<file path="src/rtl/sdram_cpu_bridge.sv">
// Bridges the 16-bit CPU bus to the 32-bit SDRAM controller; sub-word stores become read-modify-write.
// Ack arrives 2 cycles after the completion edge while cpu_busy stalls the CPU; `SDRAM_BRIDGE_LINE_BUF_EN adds a one-word write-through buffer.
module sdram_cpu_bridge #(
  parameter int AW = 24
) (
  input  logic          CLOCK_50,
  input  logic          rst,
  input  logic [AW-1:0] cpu_addr,
  input  logic          cpu_rd,
  input  logic          cpu_wr,
  input  logic [1:0]    cpu_be,
  input  logic [15:0]   cpu_wdata,
  output logic [15:0]   cpu_rdata,
  output logic          cpu_ack,
  output logic          cpu_busy,
  output logic [AW-1:0] mem_address,
  output logic          mem_req_read,
  output logic          mem_req_write,
  output logic [31:0]   mem_wdata,
  input  logic [31:0]   mem_rdata,
  input  logic          mem_data_valid,
  input  logic          mem_write_complete
);

  typedef enum logic [2:0] {
    IDLE, RD_REQ, RD_WAIT, MERGE, WR_REQ, WR_WAIT, RESP
  } state_t;

  state_t        state, state_nxt;
  logic          dv_q, wc_q;
  logic          rd_rise, wc_rise;
  logic          accept, zero_wr, hit;
  logic [31:0]   hit_word;
  logic [AW-1:0] addr_q;
  logic [1:0]    be_q;
  logic [15:0]   wdata_q;
  logic          wr_q;
  logic [31:0]   word, merged;

  logic          ack_d, busy_d, req_read_d, req_write_d;
  logic [15:0]   rdata_d;
  logic [AW-1:0] address_d;
  logic [31:0]   wdata_d;

  // Only low-to-high transitions complete a transaction; stale levels are ignored.
  assign rd_rise = mem_data_valid & ~dv_q;
  assign wc_rise = mem_write_complete & ~wc_q;

  assign accept  = (state == IDLE) && !cpu_busy && (cpu_rd || cpu_wr);
  assign zero_wr = accept && cpu_wr && (cpu_be == 2'b00);

`ifdef SDRAM_BRIDGE_LINE_BUF_EN
  logic          buf_vld;
  logic [AW-2:0] buf_tag;
  logic [31:0]   buf_word;

  assign hit      = buf_vld && (buf_tag == cpu_addr[AW-1:1]);
  assign hit_word = buf_word;

  always_ff @(posedge CLOCK_50 or posedge rst) begin
    if (rst) begin
      buf_vld  <= 1'b0;
      buf_tag  <= '0;
      buf_word <= '0;
    end else if (state == RD_WAIT && rd_rise) begin
      buf_vld  <= 1'b1;
      buf_tag  <= addr_q[AW-1:1];
      buf_word <= mem_rdata;
    end else if (state == MERGE) begin
      buf_vld  <= 1'b1;
      buf_tag  <= addr_q[AW-1:1];
      buf_word <= merged;
    end
  end
`else
  assign hit      = 1'b0;
  assign hit_word = '0;
`endif

  always_comb begin
    merged = word;
    if (addr_q[0]) begin
      if (be_q[0]) merged[23:16] = wdata_q[7:0];
      if (be_q[1]) merged[31:24] = wdata_q[15:8];
    end else begin
      if (be_q[0]) merged[7:0]   = wdata_q[7:0];
      if (be_q[1]) merged[15:8]  = wdata_q[15:8];
    end
  end

  always_ff @(posedge CLOCK_50 or posedge rst) begin
    if (rst) state <= IDLE;
    else     state <= state_nxt;
  end

  always_comb begin
    state_nxt = state;
    case (state)
      IDLE: begin
        if (accept && !zero_wr) begin
          if (hit) state_nxt = cpu_wr ? MERGE : RESP;
          else     state_nxt = RD_REQ;
        end
      end
      RD_REQ:  state_nxt = RD_WAIT;
      RD_WAIT: if (rd_rise) state_nxt = wr_q ? MERGE : RESP;
      MERGE:   state_nxt = WR_REQ;
      WR_REQ:  state_nxt = WR_WAIT;
      WR_WAIT: if (wc_rise) state_nxt = RESP;
      RESP:    state_nxt = IDLE;
      default: state_nxt = IDLE;
    endcase
  end

  // Request strobes key off the next state so they are high during RD_REQ/WR_REQ itself.
  always_comb begin
    ack_d       = (state == RESP) || zero_wr;
    busy_d      = accept || (cpu_busy && !cpu_ack);
    rdata_d     = cpu_rdata;
    if (state == RESP) rdata_d = addr_q[0] ? word[31:16] : word[15:0];
    req_read_d  = (state_nxt == RD_REQ);
    req_write_d = (state_nxt == WR_REQ);
    address_d   = mem_address;
    wdata_d     = mem_wdata;
    if (state_nxt == RD_REQ) address_d = {cpu_addr[AW-1:1], 1'b0};
    if (state_nxt == WR_REQ) begin
      address_d = {addr_q[AW-1:1], 1'b0};
      wdata_d   = merged;
    end
  end

  always_ff @(posedge CLOCK_50 or posedge rst) begin
    if (rst) begin
      cpu_ack       <= 1'b0;
      cpu_busy      <= 1'b0;
      cpu_rdata     <= '0;
      mem_req_read  <= 1'b0;
      mem_req_write <= 1'b0;
      mem_address   <= '0;
      mem_wdata     <= '0;
      dv_q          <= 1'b0;
      wc_q          <= 1'b0;
    end else begin
      cpu_ack       <= ack_d;
      cpu_busy      <= busy_d;
      cpu_rdata     <= rdata_d;
      mem_req_read  <= req_read_d;
      mem_req_write <= req_write_d;
      mem_address   <= address_d;
      mem_wdata     <= wdata_d;
      dv_q          <= mem_data_valid;
      wc_q          <= mem_write_complete;
    end
  end

  always_ff @(posedge CLOCK_50 or posedge rst) begin
    if (rst) begin
      addr_q  <= '0;
      be_q    <= '0;
      wdata_q <= '0;
      wr_q    <= 1'b0;
      word    <= '0;
    end else begin
      if (accept) begin
        addr_q  <= cpu_addr;
        be_q    <= cpu_be;
        wdata_q <= cpu_wdata;
        wr_q    <= cpu_wr;
      end
      if (accept && hit)                    word <= hit_word;
      else if (state == RD_WAIT && rd_rise) word <= mem_rdata;
      else if (state == MERGE)              word <= merged;
    end
  end

endmodule

</file>
<file path="config.mk">
export PLATFORM = sky130hd
export DESIGN_NAME = sdram_cpu_bridge
export DESIGN_NICKNAME = d
export VERILOG_FILES = /design/src/rtl/sdram_cpu_bridge.sv
export SDC_FILE = /design/constraint.sdc
export NUM_CORES = 1
export LEC_CHECK = 0
export BUFFER_PORTS_ARGS = -buffer_cell sky130_fd_sc_hd__buf_2
export CAP_MARGIN = 20
export CORE_MARGIN = 8
export CORE_UTILIZATION = 54
export CTS_BUF_LIST = sky130_fd_sc_hd__clkbuf_16
export DETAILED_ROUTE_END_ITERATION = 12
export PLACE_DENSITY = 0.8
export REMOVE_ABC_BUFFERS = 1
export SLEW_MARGIN = 20
export SYNTH_ARGS = -nofsm -noshare
export SYNTH_HDL_FRONTEND = slang
export SYNTH_SLANG_ARGS = --single-unit
</file>
<file path="constraint.sdc">
create_clock -name CLOCK_50 -period 5.6 [get_ports CLOCK_50]
set_input_delay 0.56 -clock CLOCK_50 [delete_from_list [all_inputs] [get_ports CLOCK_50]]
set_output_delay 0.56 -clock CLOCK_50 [all_outputs]
set_load 0.005 [all_outputs]
</file>
======== Yosys cells after proc, flatten, opt, wreduce, memory -nomap -nowiden ========
Cells that the tools add are included.
word-level totals
  output and inout port bits .............. 76
  register bits ........................... 156
  input port bits ......................... 80
  logic and storage cells ................. 60
operators by class
  bitwise logic cells ..................... 4
  equal/unequal tests ..................... 8
  mux-type cells .......................... 16
  reduce and logical (&&, ||, !) cells .... 17
operators by type and width
  kind                                            count
  2-to-1 mux 32 bit                               2
  2-to-1 mux 16 bit                               3
  2-to-1 mux 24 bit                               2
  2-to-1 mux 8 bit                                4
  one-hot mux 3 bit (6 select lines)              1
  == test 3 bit (second input constant)           4
  2-to-1 mux 3 bit                                4
  logical AND 1 bit                               7
  == test 3 x 1 -> 1 bit (second input constant)  2
  == test 3 x 2 -> 1 bit (second input constant)  2
  nonzero test 2 bit                              2
  logical NOT 1 bit                               3
  logical NOT 3 bit                               1
  logical OR 1 bit                                3
  AND 1 bit                                       2
  logical NOT 2 bit                               1
  NOT 1 bit                                       2

======== Depth between registers and ports, before layout ========
  word-level depth ........................ 12
  depth in mapped cells ................... 7
  mapped depth without buffers ............ 4

======== Worst setup path after synthesis ========
No wires, ideal clock.
  path kind ............................... input-to-reg
  start point ............................. input port cpu_be[0]
  end point ............................... register mem_address[10]
  cell stages on the path ................. 5
  data arrival time ....................... 1.446 ns
  required time ........................... 5.527 ns
  path slack .............................. 4.081 ns
  path buffers ............................ 1
  cells stage by stage .................... or3b_1 > o211ai_2 > buf_2 > o22ai_1 > a21oi_2
between the ends
  longest elaborated chain between the ends .. 8
  elaborated cells between the ends (all ways) .. 10
  classes of those cells .................. eq/ne (2); mux (3); reduce/logical (5)
RTL lines
  element                                                         RTL line  RTL
  start: declaration                                              11        input logic [1:0] cpu_be,
  logical NOT 2 bit *                                             50        assign zero_wr = accept && cpu_wr && (cpu_be == 2'b00);
  logical AND 1 bit *                                             50
  logical NOT 1 bit *                                             100       if (accept && !zero_wr) begin
  logical AND 1 bit *                                             100
  2-to-1 mux 3 bit *                                              100
  one-hot mux 3 bit (6 select lines) *                            98        case (state)
  == test 3 bit / == test 3 x 1 -> 1 bit (equally long branches)  126, 125
  2-to-1 mux 24 bit / nonzero test 2 bit (equally long branches)  --
  end signal: assignment                                          149       mem_address <= address_d;
  end: declaration                                                16        output logic [AW-1:0] mem_address,
Mark *: on every way between the ends. The rest lies on a longest branch, timed or not.
A chain may end at the register's enable or synchronous reset.

======== Final worst setup path ========
  start point ............................. register state[2]
  end point ............................... register word[30]
between the ends
  longest elaborated chain between the ends .. 3
  elaborated cells between the ends (all ways) .. 5
  classes of those cells .................. eq/ne (2); mux (1); reduce/logical (2)
RTL lines
  element                                                         RTL line  RTL
  start: declaration                                              29        state_t state, state_nxt;
  start signal: assignment                                        93        else state <= state_nxt;
  == test 3 x 2 -> 1 bit                                          171       else if (state == RD_WAIT && rd_rise) word <= mem_rdata;
  logical AND 1 bit                                               171
  2-to-1 mux 32 bit / nonzero test 2 bit (equally long branches)  --
  end signal: assignment                                          170       if (accept && hit) word <= hit_word;
  end signal: assignment                                          171
  end signal: assignment                                          172       else if (state == MERGE) word <= merged;
  end: declaration                                                38        logic [31:0] word, merged;
Parallel ways exist; a longest one is shown, timed or not.

==> results.json <==
{
  "placement_rows": 40,
  "initial_core_util_pct": 55.6,
  "dp.cells": 981,
  "skew_ps": 8.07,
  "max_freq_mhz": 367,
  "synth_cell_types": 29,
  "drv_cap": 0,
  "grt.total_usage_pct": 22.2,
  "routabilityCongestion": 0.854,
  "switching_share_pct": 36.6,
  "whs_ps": 251,
  "worstSetupStartpointType": "register",
  "grt_pass1_wl_um": 28600,
  "final_core_util_pct": 67.0,
  "worst_setup_path_end_kind": "register",
  "p_clk_share_pct": 23.7,
  "final_max_slew_viol_count": 0,
  "min_period_over_period_pct": 48.6,
  "fin_area_um2": 8080,
  "num_vias": 5512,
  "cts_tree": "yes",
  "finalHoldViolations": 0,
  "synth-simple-area-share_pct": 14.4,
  "cts_setup_buffers": 0,
  "final_cell_mix": "nand2_1 (178), dfrtp_1 (155), buf_2 (154), o21ai_0 (84), nor2_1 (44)",
  "die_h_um": 127,
  "fp.dieW_um": 127,
  "synth_fa_ha_area_share_pct": 0,
  "first_iter_violations": 622,
  "setup_tns_ps": 0,
  "syn_area_per_cell_um2": 9.66,
  "htreeDepth": 4,
  "p_int_w": 0.00298,
  "arrival_ps": 2990,
  "cts_made_buffers": 17,
  "vias_per_cell": 5.44,
  "first_pass_iters": 5,
  "ys.flop_type": "dfrtp_1",
  "grt-ovfl-total": 0,
  "yosys_warnings": 0,
  "synthArstFlopShare_pct": 100,
  "layout-drive-gt1-share_pct": 25.3,
  "grt_max_degree": 110,
  "muxShareOfSynthArea_pct": 4.78,
  "critPathRequiredTime_ps": 5870,
  "design.final.nets": 912,
  "clk_latency_ps": 430,
  "rsz0062_at_grt": "no",
  "finalSetupViolCount": 0,
  "p_seq_share_pct": 43.1,
  "grt_pass1_vias": 5865,
  "fin_crit_ps": 2720,
  "comb_power_share_pct": 33.2,
  "n_antenna_cell": 0,
  "drt-total-wl_um": 17500,
  "io_buffers": 154,
  "power.switching_w": 0.00172,
  "route.detailed.drc": 0,
  "p_per_area_nw_per_um2": 582,
  "hold_buffers": 0,
  "p_leak_nw": 4.10,
  "hold_class": "input pin to register",
  "cts-root-buf": "clkbuf_16",
  "finalNonFillerCells": 1013,
  "synth-xor-area-share_pct": 0.131,
  "crit_fanout": 75,
  "area_growth_syn_to_layout_pct": 20.6,
  "final_common_cell": "nand2_1",
  "place_area_um2": 7510,
  "ys_ff_latch": 155,
  "syn-instance-count": 694,
  "die_area_um2": 16200,
  "clk_pin_slew_ps": 60,
  "io_pins": 156,
  "core_region_area_um2": 12100,
  "post_cts_resized": 0,
  "max-vdd-ir-drop_mv": 0.293,
  "ys_seq_area_share_pct": 57.9,
  "antenna_found_initial": 0,
  "max_slew.worst_pin.slew_ps": 950,
  "cts.sinks": 155,
  "maxSlewHeadroom_pct": 36.7,
  "syn_area_um2": 6700,
  "place_hpwl_um": 11900,
  "synth_edf_count": 0,
  "cts.path.max_buffers": 2,
  "synth_top_family_by_area": "compound AO/OA/AOI/OAI gates",
  "synth_compound_area_share_pct": 16.9,
  "worstSetupPathType": "register to register",
  "wire_per_inst_um": 17.3,
  "status": "finished, final reports clean",
  "drtAntennaViolNets": 0
}
## metal layers
| layer | vias up | track usage (%) | wire, µm |
|---|---|---|---|
| met1 | 2674 | 26.0 | 7190 |
| met3 | 29 | 7.40 | 1400 |
| li1 | 2595 | - | - |
| met5 | - | 0 | 0 |
| met2 | 214 | 37.1 | 8650 |
| met4 | 0 | 8.82 | 313 |
## stage by stage
step                worst slack, ps  total power, W
floorplan                       862         0.00293
global placement               3010         0.00351
detailed placement             2860         0.00360
CTS                            2840         0.00473
global route                   2640         0.00503
finish                         2880         0.00471
## synth_stat cells, types with 2 or more instances
cell | n | area (µm²)
buf_2 | 16 | 80.1
a21oi_2 | 18 | 158
dfrtp_1 | 155 | 3880
o22ai_1 | 24 | 150
inv_1 | 37 | 139
buf_4 | 3 | 22.5
nand2_1 | 178 | 668
nand3b_1 | 3 | 22.5
a22oi_1 | 32 | 240
a21oi_1 | 24 | 120
nand2_2 | 2 | 12.5
nor2_1 | 44 | 165
mux2i_1 | 32 | 320
clkbuf_1 | 16 | 60.1
nor2b_1 | 6 | 37.5
o21ai_0 | 84 | 420
buf_6 | 8 | 90.1
## logic make-up after synthesis
family	after synthesis
simple gates	237
other cells	1
buf+inv	81
compound gates	187
xor+xnor	1
flops	155
mux	32
## state kept, by name, indices dropped and copies added, names as in the netlist, 2 cells and up
signal and count:
wdata_q 16, be_q 2, cpu_rdata 16, addr_q 24, mem_address 23, state 3, word 32, mem_wdata 32
## worst max-delay path, cell delays in order (launching register included)
cell and delay [ps]:
dfrtp_1 540, nand3b_1 610, buf_4 660, nor2_1 340
a22oi_1 240, o21ai_0 140
## power by group through the flow
stage	Combinational [W]	Sequential, W	Clock, W
5_1_grt	0.00177	0.00209	0.00117
3_3_place_gp	0.00150	0.00200	0
4_1_cts	0.00158	0.00202	0.00113
3_5_place_dp	0.00157	0.00203	0
6_report	0.00156	0.00203	0.00112
2_1_floorplan	0.000938	0.00199	0
## final timing paths
check	start	endpoint	slack, ps	cells past startpoint
max	state[2]$_DFF_PP0_	word[30]$_DFFE_PP0P_	2880	5
min	mem_data_valid	dv_q$_DFF_PP0_	250	1
max reg2reg	state[2]$_DFF_PP0_	word[30]$_DFFE_PP0P_	2880	5
min reg2reg	cpu_rdata[10]$_DFFE_PP0P_	cpu_rdata[10]$_DFFE_PP0P_	470	2
max in group asynchronous	rst	addr_q[4]$_DFFE_PP0P_	4060	3
min in group asynchronous	rst	addr_q[18]$_DFFE_PP0P_	360	2
## final cells by class
cell class	count	area, µm²
Tap cell	168	210
Multi-Input combinational cell	458	2450
Clock buffer	17	425
Timing Repair Buffer	162	831
Sequential cell	155	3880
Fill cell	998	3980
Inverter	38	148
Clock inverter	15	140
No activity file was read; power rests on OpenSTA's default activity.
